`config.mk`:
```
export PLATFORM = sky130hd
export DESIGN_NAME = regfile_hc_param
export DESIGN_NICKNAME = d
export VERILOG_FILES = /design/src/rtl/regfile_hc_param.sv
export SDC_FILE = /design/constraint.sdc
export NUM_CORES = 2
export LEC_CHECK = 0
export ABC_AREA = 0
export BUFFER_PORTS_ARGS = -buffer_cell sky130_fd_sc_hd__buf_2
export CORE_ASPECT_RATIO = 0.75
export CORE_MARGIN = 2
export CORE_UTILIZATION = 35
export DETAILED_ROUTE_END_ITERATION = 7
export PLACE_DENSITY_LB_ADDON = 0.05
export SLEW_MARGIN = 20
export SYNTH_ARGS = -nofsm -noshare
export SYNTH_HDL_FRONTEND = slang
export SYNTH_SLANG_ARGS = --single-unit
```
`constraint.sdc`:
```
create_clock -name clk -period 3.7 [get_ports clk]
set_input_delay 0.555 -clock clk [delete_from_list [all_inputs] [get_ports clk]]
set_output_delay 0.555 -clock clk [all_outputs]
set_load 0.01 [all_outputs]
```
`src/rtl/regfile_hc_param.sv`:
```
// regfile_hc_param: parametrised hot/cold integer register file.
// Registers 0..HOT_REGS-1 are always accessible (hot). The rest (cold) need
// cold_en_i=1 to be read or written. Reads are combinational and writes are
// committed on the rising clk edge. Any cold access made without
// authorisation is recorded in a registered error log: a sticky flag, a
// saturating count and the first offending address.
// x0 reads as zero and ignores writes in normal mode. It behaves as a real
// register only while is_16_i=1.
// Optional feature: define RF_BYPASS_EN to forward an accepted write to any
// read port addressing the same register in the same cycle.
module regfile_hc_param #(
    parameter int XLEN      = 64,
    parameter int NREGS     = 32,
    parameter int HOT_REGS  = 16,
    parameter int NUM_RD    = 2,
    parameter int ERR_CNT_W = 8,
    localparam int AW       = $clog2(NREGS)
) (
    input  logic                   clk,
    input  logic                   rst_n,
    input  logic [NUM_RD*AW-1:0]   raddr_i,
    output logic [NUM_RD*XLEN-1:0] rdata_o,
    input  logic [AW-1:0]          waddr_i,
    input  logic [XLEN-1:0]        wdata,
    input  logic                   regwrite,
    input  logic                   is_16_i,
    input  logic                   cold_en_i,
    input  logic                   err_clr_i,
    output logic                   cold_en_err,
    output logic [ERR_CNT_W-1:0]   err_cnt_o,
    output logic [AW-1:0]          err_addr_o
);

    localparam logic [AW-1:0]        HOT_A   = AW'(HOT_REGS);
    localparam logic [AW-1:0]        ZERO_A  = {AW{1'b0}};
    localparam logic [ERR_CNT_W-1:0] CNT_ONE = ERR_CNT_W'(1);
    localparam logic [ERR_CNT_W-1:0] CNT_MAX = {ERR_CNT_W{1'b1}};

    // An address is cold when it lies at or above the hot/cold boundary.
    function automatic logic is_cold(input logic [AW-1:0] a);
        return (a >= HOT_A);
    endfunction

    logic [XLEN-1:0]        r_regs [NREGS];
    logic                   r_err_flag;
    logic [ERR_CNT_W-1:0]   r_err_cnt;
    logic [AW-1:0]          r_err_addr;

    logic                   w_wr_cold;
    logic                   w_wr_ok;
    logic                   w_wr_viol;
    logic [NUM_RD-1:0]      w_rd_viol;
    logic                   w_any_viol;
    logic [AW-1:0]          w_viol_addr;
    logic [NUM_RD*XLEN-1:0] w_rdata;

    // A write is accepted only if it avoids normal-mode x0 and respects the
    // cold authorisation. An unauthorised cold write is a violation.
    assign w_wr_cold  = is_cold(waddr_i);
    assign w_wr_ok    = regwrite
                        && !((waddr_i == ZERO_A) && !is_16_i)
                        && (!w_wr_cold || cold_en_i);
    assign w_wr_viol  = regwrite && w_wr_cold && !cold_en_i;
    assign w_any_viol = w_wr_viol || (|w_rd_viol);

    // Per-port read violations and the prioritised violation address.
    // The loop scans from the highest port down and the write is applied
    // last, so the final winner is the write port, then port 0, 1, ...
    always_comb begin
        w_rd_viol   = {NUM_RD{1'b0}};
        w_viol_addr = ZERO_A;
        for (int k = NUM_RD - 1; k >= 0; k--) begin
            w_rd_viol[k] = is_cold(raddr_i[k*AW +: AW]) && !cold_en_i;
            w_viol_addr  = w_rd_viol[k] ? raddr_i[k*AW +: AW] : w_viol_addr;
        end
        w_viol_addr = w_wr_viol ? waddr_i : w_viol_addr;
    end

    // Combinational read ports with x0 and cold-bank masking.
    always_comb begin
        w_rdata = {(NUM_RD*XLEN){1'b0}};
        for (int k = 0; k < NUM_RD; k++) begin
            if ((raddr_i[k*AW +: AW] == ZERO_A) && !is_16_i) begin
                w_rdata[k*XLEN +: XLEN] = {XLEN{1'b0}};
            end else if (is_cold(raddr_i[k*AW +: AW]) && !cold_en_i) begin
                w_rdata[k*XLEN +: XLEN] = {XLEN{1'b0}};
`ifdef RF_BYPASS_EN
            end else if (w_wr_ok && (raddr_i[k*AW +: AW] == waddr_i)) begin
                w_rdata[k*XLEN +: XLEN] = wdata;
`endif
            end else begin
                w_rdata[k*XLEN +: XLEN] = r_regs[raddr_i[k*AW +: AW]];
            end
        end
    end

    assign rdata_o = w_rdata;

    // Register storage. Reset clears every register, x0 included.
    always_ff @(posedge clk or negedge rst_n) begin
        if (!rst_n) begin
            for (int i = 0; i < NREGS; i++) begin
                r_regs[i] <= {XLEN{1'b0}};
            end
        end else if (w_wr_ok) begin
            r_regs[waddr_i] <= wdata;
        end
    end

    // Error log. A violation in a cycle overrides a simultaneous clear.
    always_ff @(posedge clk or negedge rst_n) begin
        if (!rst_n) begin
            r_err_flag <= 1'b0;
            r_err_cnt  <= {ERR_CNT_W{1'b0}};
            r_err_addr <= ZERO_A;
        end else if (w_any_viol) begin
            r_err_flag <= 1'b1;
            if (err_clr_i) begin
                r_err_cnt <= CNT_ONE;
            end else if (r_err_cnt == CNT_MAX) begin
                r_err_cnt <= CNT_MAX;
            end else begin
                r_err_cnt <= r_err_cnt + CNT_ONE;
            end
            if (err_clr_i || !r_err_flag) begin
                r_err_addr <= w_viol_addr;
            end
        end else if (err_clr_i) begin
            r_err_flag <= 1'b0;
            r_err_cnt  <= {ERR_CNT_W{1'b0}};
            r_err_addr <= ZERO_A;
        end
    end

    assign cold_en_err = r_err_flag;
    assign err_cnt_o   = r_err_cnt;
    assign err_addr_o  = r_err_addr;

endmodule

```
== Yosys cells after proc, flatten, opt, wreduce, memory -nomap -nowiden ==
Cells that the tools add are included.
Storage, ports and cells
  register bits: 2062
  logic and storage cells: 97
  RAM bits: 0
  output and inout bits: 142
  memory bits (read-only): 0
  input bits: 85
  latch bits: 0
  memories: 0
Operators by class
  multiply operators: 0
  $add $sub $neg: 1
  shifts and indexed selects: 0
  eq/ne operators: 2
  reduce and logical (&&, ||, !) cells: 24
  muxes and demuxes: 25
  divide/modulo/power cells: 0
  magnitude comparators: 7
  bitwise logic cells: 3
Operators with widths (number)
  $bwmux 2048: 1
  $bmux 64 s5: 2
  $mux 64: 9
  $demux 64 s5: 1
  $mux 8: 4
  $mux 5: 6
  $ge 6x6->1 const B: 3
  $not 5->6: 3
  $ge 5x5->1 const B: 3
  $logic_not 5->1: 3
  $logic_and 1x1->1: 10
  $add 8x1->8 const B: 1
  $eq 8x8->1 const B: 1
  $lt 6x1->1 const B: 1
  $logic_not 1->1: 5
  $logic_or 1x1->1: 3
  $mux 1: 2
  $ne 2x1->1 const B: 1
  $reduce_and 2->1: 1
  $reduce_bool 2->1: 1
  $reduce_or 2->1: 1

== Logic depth before layout (Yosys ltp) ==
  depth in word-level cells: 7
  depth in mapped cells: 9

== Worst setup path before layout ==
Ideal clock, no wire load.
  path kind: input port to output port
  start point: input port raddr_i[5]
  end point: output port rdata_o[127]
  slack: 848 ps
  arrival: 2297 ps
  required time: 3145 ps
  stages on the path: 8
  cells stage by stage: buf_2 -> buf_2 -> buf_6 -> buf_2 -> mux4_2 -> a22oi_1 -> nand2_1 -> a22o_1
Between the ends
  word-level cells in the longest chain between the ends: 6
RTL lines
  start, declared: RTL line 21  | input logic [NUM_RD*AW-1:0] raddr_i,
  $not 5->6 (implied by the code): RTL line 92  | w_rdata[k*XLEN +: XLEN] = r_regs[raddr_i[k*AW +: AW]];
  $bmux 64 s5: RTL line 92
  $mux 64 (implied by the code) (2 in series): RTL line 92
  $mux 64: RTL line 85  | end else if (is_cold(raddr_i[k*AW +: AW]) && !cold_en_i) begin
  $mux 64 *: RTL line 83  | if ((raddr_i[k*AW +: AW] == ZERO_A) && !is_16_i) begin
  end, declared: RTL line 22  | output logic [NUM_RD*XLEN-1:0] rdata_o,
Every way passes the cells marked *; elsewhere a longest branch is shown, timed or not. The select of a mux whose other input is x is not followed.

== Worst setup path in the final report ==
  start point: input port raddr_i[6]
  end point: output port rdata_o[78]
The elaborated chain is that of the path after synthesis.

==> qor.csv <==
stage,metric,value,unit
critical_path,arrival,3.13,ns
timing,finalSetupViolations,0,
hold_path,holdPathStages,3,
pwr,cellPowerDensity,516,nW/um^2
grt,grt_usage,25.9,%
detailed_routing,vias_per_cell,6.01,
detailed_routing,wirelength,415000,um
cts,clkSlewWorstSetupHoldPaths,0.06,ns
logic_synthesis,synth_nets,7447,
critical_path,r2r_end,err_cnt_o[3]$_DFFE_PN0P_,
final_layout,multi_input_area,55000,sq um
die,io_pins,227,
pwr,clkPwrFrac,36.4,%
logic_synthesis,yosys.cell_types.count,47,
place,hpwlAfterDp,244000,um
cts,cts_made_buffers,237,
die,start_util,35.3,%
critical_path,r2r_cells,4,
critical_path,worst-path-max-fanout,28,
detailed_routing,wl_met1,195000,um
critical_path,end_kind,output pin,
logic_synthesis,ys_ff_latch,2062,
timing,period_needed,3.69,ns
detailed_routing,met3RoutedLength,19200,um
critical_path,worstSetupPathType,input port to output pin,
place,port-buffer-count,226,
grt,antenna_found_initial,28,
die,die_x,650,um
grt,grt-ovfl-total,0,
cts,cts_sinks,2062,
pwr,peakVddDrop,0.350,mV
cts,clockRootBuffer,clkbuf_16,
detailed_routing,top_layer_used,met5,
cts,tritoncts,built,
timing,drv_slew,0,
cts,clk_latency,0.90,ns
critical_path,cp.required,3.14,ns
place,gp_congestion,0.779,
die,rows,177,
critical_path,r2r-start,err_cnt_o[0]$_DFFE_PN0P_,
critical_path,endpoint,rdata_o[78],
critical_path,reg2reg_slack,2.02,ns
cts,clk_path_buf_depth,4,
timing,finClkSkew,0.0191,ns
timing,max_freq,271,MHz
detailed_routing,drt_iter0_drc,5675,
timing,rsz0062_at_grt,false,
die,dieArea,318000,sq um
grt,grt_pass1_vias,74255,
final_layout,fin_cells,11841,
final_layout,drive_above_1_share,55.9,%
timing,fin_hold_ws,0.138,ns
detailed_routing,drtPass1Iterations,7,
timing,slew_headroom,22.9,%
final_layout,final_common_cell,mux2_2,
job,drv_cap,0,
pwr,internal_power,0.0473,W
pwr,swShare,27.7,%
grt,grt_pass1_wl,593000,um
grt,grt_max_degree,115,
pwr,share_comb_of_total_power,19.4,%
logic_synthesis,syn_inst,7361,
die,die_h,489,um
final_layout,n_fill_cell,28563,
logic_synthesis,yosysWarnings,0,
place,placed_cells,11409,
pwr,p_leak,55.7,nW
final_layout,register_area,51600,sq um
pwr,power_switching,0.0181,W
detailed_routing,drc,0,
timing,tightest_slew,1.16,ns
cts,htreeDepth,4,
pwr,seqPwrFrac,44.2,%
detailed_routing,vias,71147,
logic_synthesis,async_flop_share,100,%
logic_synthesis,synth-edff-count,0,
logic_synthesis,syn_area_per_cell,14.9,sq um
logic_synthesis,synthFlopType,dfrtp_1,
hold_path,hold_class,input port to flop,
detailed_routing,ant_nets,0,
critical_path,startpoint_type,input port,
logic_synthesis,seq_area_frac_synth,47.1,%
critical_path,cp-startpoint,raddr_i[6],
detailed_routing,dr_wl_met2,190000,um
timing,fin_crit_sh,99.7,%
final_layout,final_cell_mix,"mux2_2 (2341), dfrtp_1 (2062), mux4_2 (818), buf_4 (323), mux2i_1 (250)",
detailed_routing,wl_per_cell,35.1,um
final_layout,nNetsFinal,7621,
logic_synthesis,syn_area,110000,sq um
final_layout,syn2layout_area_growth,15.6,%
run_status,status,finished clean,
die,core_area,311000,sq um
timing,hold_violations,0,
[registers in the layout, summed over array words and instances (netlist names)]
signal       cells
err_addr_o       5
r_regs        2048
err_cnt_o        8
cold_en_err      1
[synth_stat cells, drive strengths merged, types with 6 or more instances]
master	instances	share of area, %
mux2	2346	24
dfrtp	2062	47
mux4	818	17
clkbuf	472	1.6
buf	328	1.6
mux2i	250	2.3
a22oi	227	1.6
nand2	168	0.58
a211oi	130	0.89
o22ai	107	0.61
nor2b	80	0.46
a2111oi	73	0.58
a31oi	68	0.39
a22o	62	0.50
a221oi	30	0.24
nor2	24	0.096
nor3	21	0.12
a21oi	16	0.073
a21o	10	0.068
and2	10	0.057
nand3	8	0.037
nand2b	7	0.040
inv	6	0.021
[power by group through the flow]
stage,clock (W),combinational (W),sequential [W]
after global routing,0.0254,0.0136,0.0294
after floorplan,0,0.00897,0.0282
after global placement,0,0.0126,0.0290
final,0.0238,0.0127,0.0289
after CTS,0.0244,0.0128,0.0288
after detailed placement,0,0.0127,0.0292
[logic make-up (layout without fill, tap and decap cells)]
family | Yosys count | count (layout) | synth area share (%)
muxes | 3414 | 3414 | 43.2
DFF | 2062 | 2062 | 47.1
buffers and inverters | 806 | 1158 | 3.23
AOI/OAI and AO/OA | 742 | 742 | 5.04
and+or+nand+nor | 336 | 336 | 1.49
adders and majority gates | 1 | 1 | 0.0114
other | 0 | 11 | 0
[routing by layer]
layer / GRT usage [%] / vias up
met1: 37.9 / 39448
met3: 3.37 / 588
li1: - / 29093
met5: 0 / -
met4: 7.08 / 4
met2: 40.4 / 2014
[through the flow]
step	TNS, ns	util [%]	instance area, sq um	worst slack (ns)	power [W]
after global placement	-1.62	38.3	119000	-0.762	0.0416
final	0	40.7	127000	0.0112	0.0654
after detailed placement	-0.0895	38.3	119000	-0.0465	0.0419
after CTS	0	40.7	127000	0.00495	0.0661
after floorplan	0	-	110000	0.848	0.0372
after global routing	0	40.7	127000	0.00434	0.0684
[critical path: stages]
cell and delay [ns]:
buf_8 0.31, buf_12 0.29, buf_4 0.32, buf_4 0.20
mux2i_1 0.08, a22oi_1 0.18, nand3_1 0.17, a31oi_1 0.57
buf_4 0.21, buf_2 0.14
[how the worst min path moves through the flow]
stage | start | slack, ns | end
2_1_floorplan | rst_n | 0.26 | cold_en_err$_DFFE_PN0P_
3_3_place_gp | r_regs[780]$_DFFE_PN0P_ | 0.49 | r_regs[780]$_DFFE_PN0P_
3_5_place_dp | r_regs[808]$_DFFE_PN0P_ | 0.50 | r_regs[808]$_DFFE_PN0P_
4_1_cts | waddr_i[3] | 0.06 | err_addr_o[3]$_DFFE_PN0P_
5_1_grt | waddr_i[1] | 0.12 | err_addr_o[1]$_DFFE_PN0P_
6_report | waddr_i[0] | 0.14 | err_addr_o[0]$_DFFE_PN0P_
[area by class of cell]
| cell class | count | share of cell area [%] |
|---|---|---|
| clock buffers | 370 | 5.62 |
| repair buffers | 735 | 5.78 |
| diodes | 11 | 0.0217 |
| flip-flops and latches | 2062 | 40.7 |
| well taps | 4117 | 4.07 |
| multi-input cells | 4493 | 43.4 |
| clock inverters | 47 | 0.409 |
| inverters | 6 | 0.0178 |
[timing repair]
| action | 4_1_cts | 5_1_grt |
|---|---|---|
| pin swaps | 0 | 1 |
| resized for setup | 6 | 6 |
| hold buffers | 2 | 0 |
| endpoints found under the hold margin | 102 | 0 |
| setup buffers | 0 | 2 |
| gates cloned | 0 | 0 |
| setup endpoints to repair | 5 | 7 |
(Power assumes the default switching activity.)
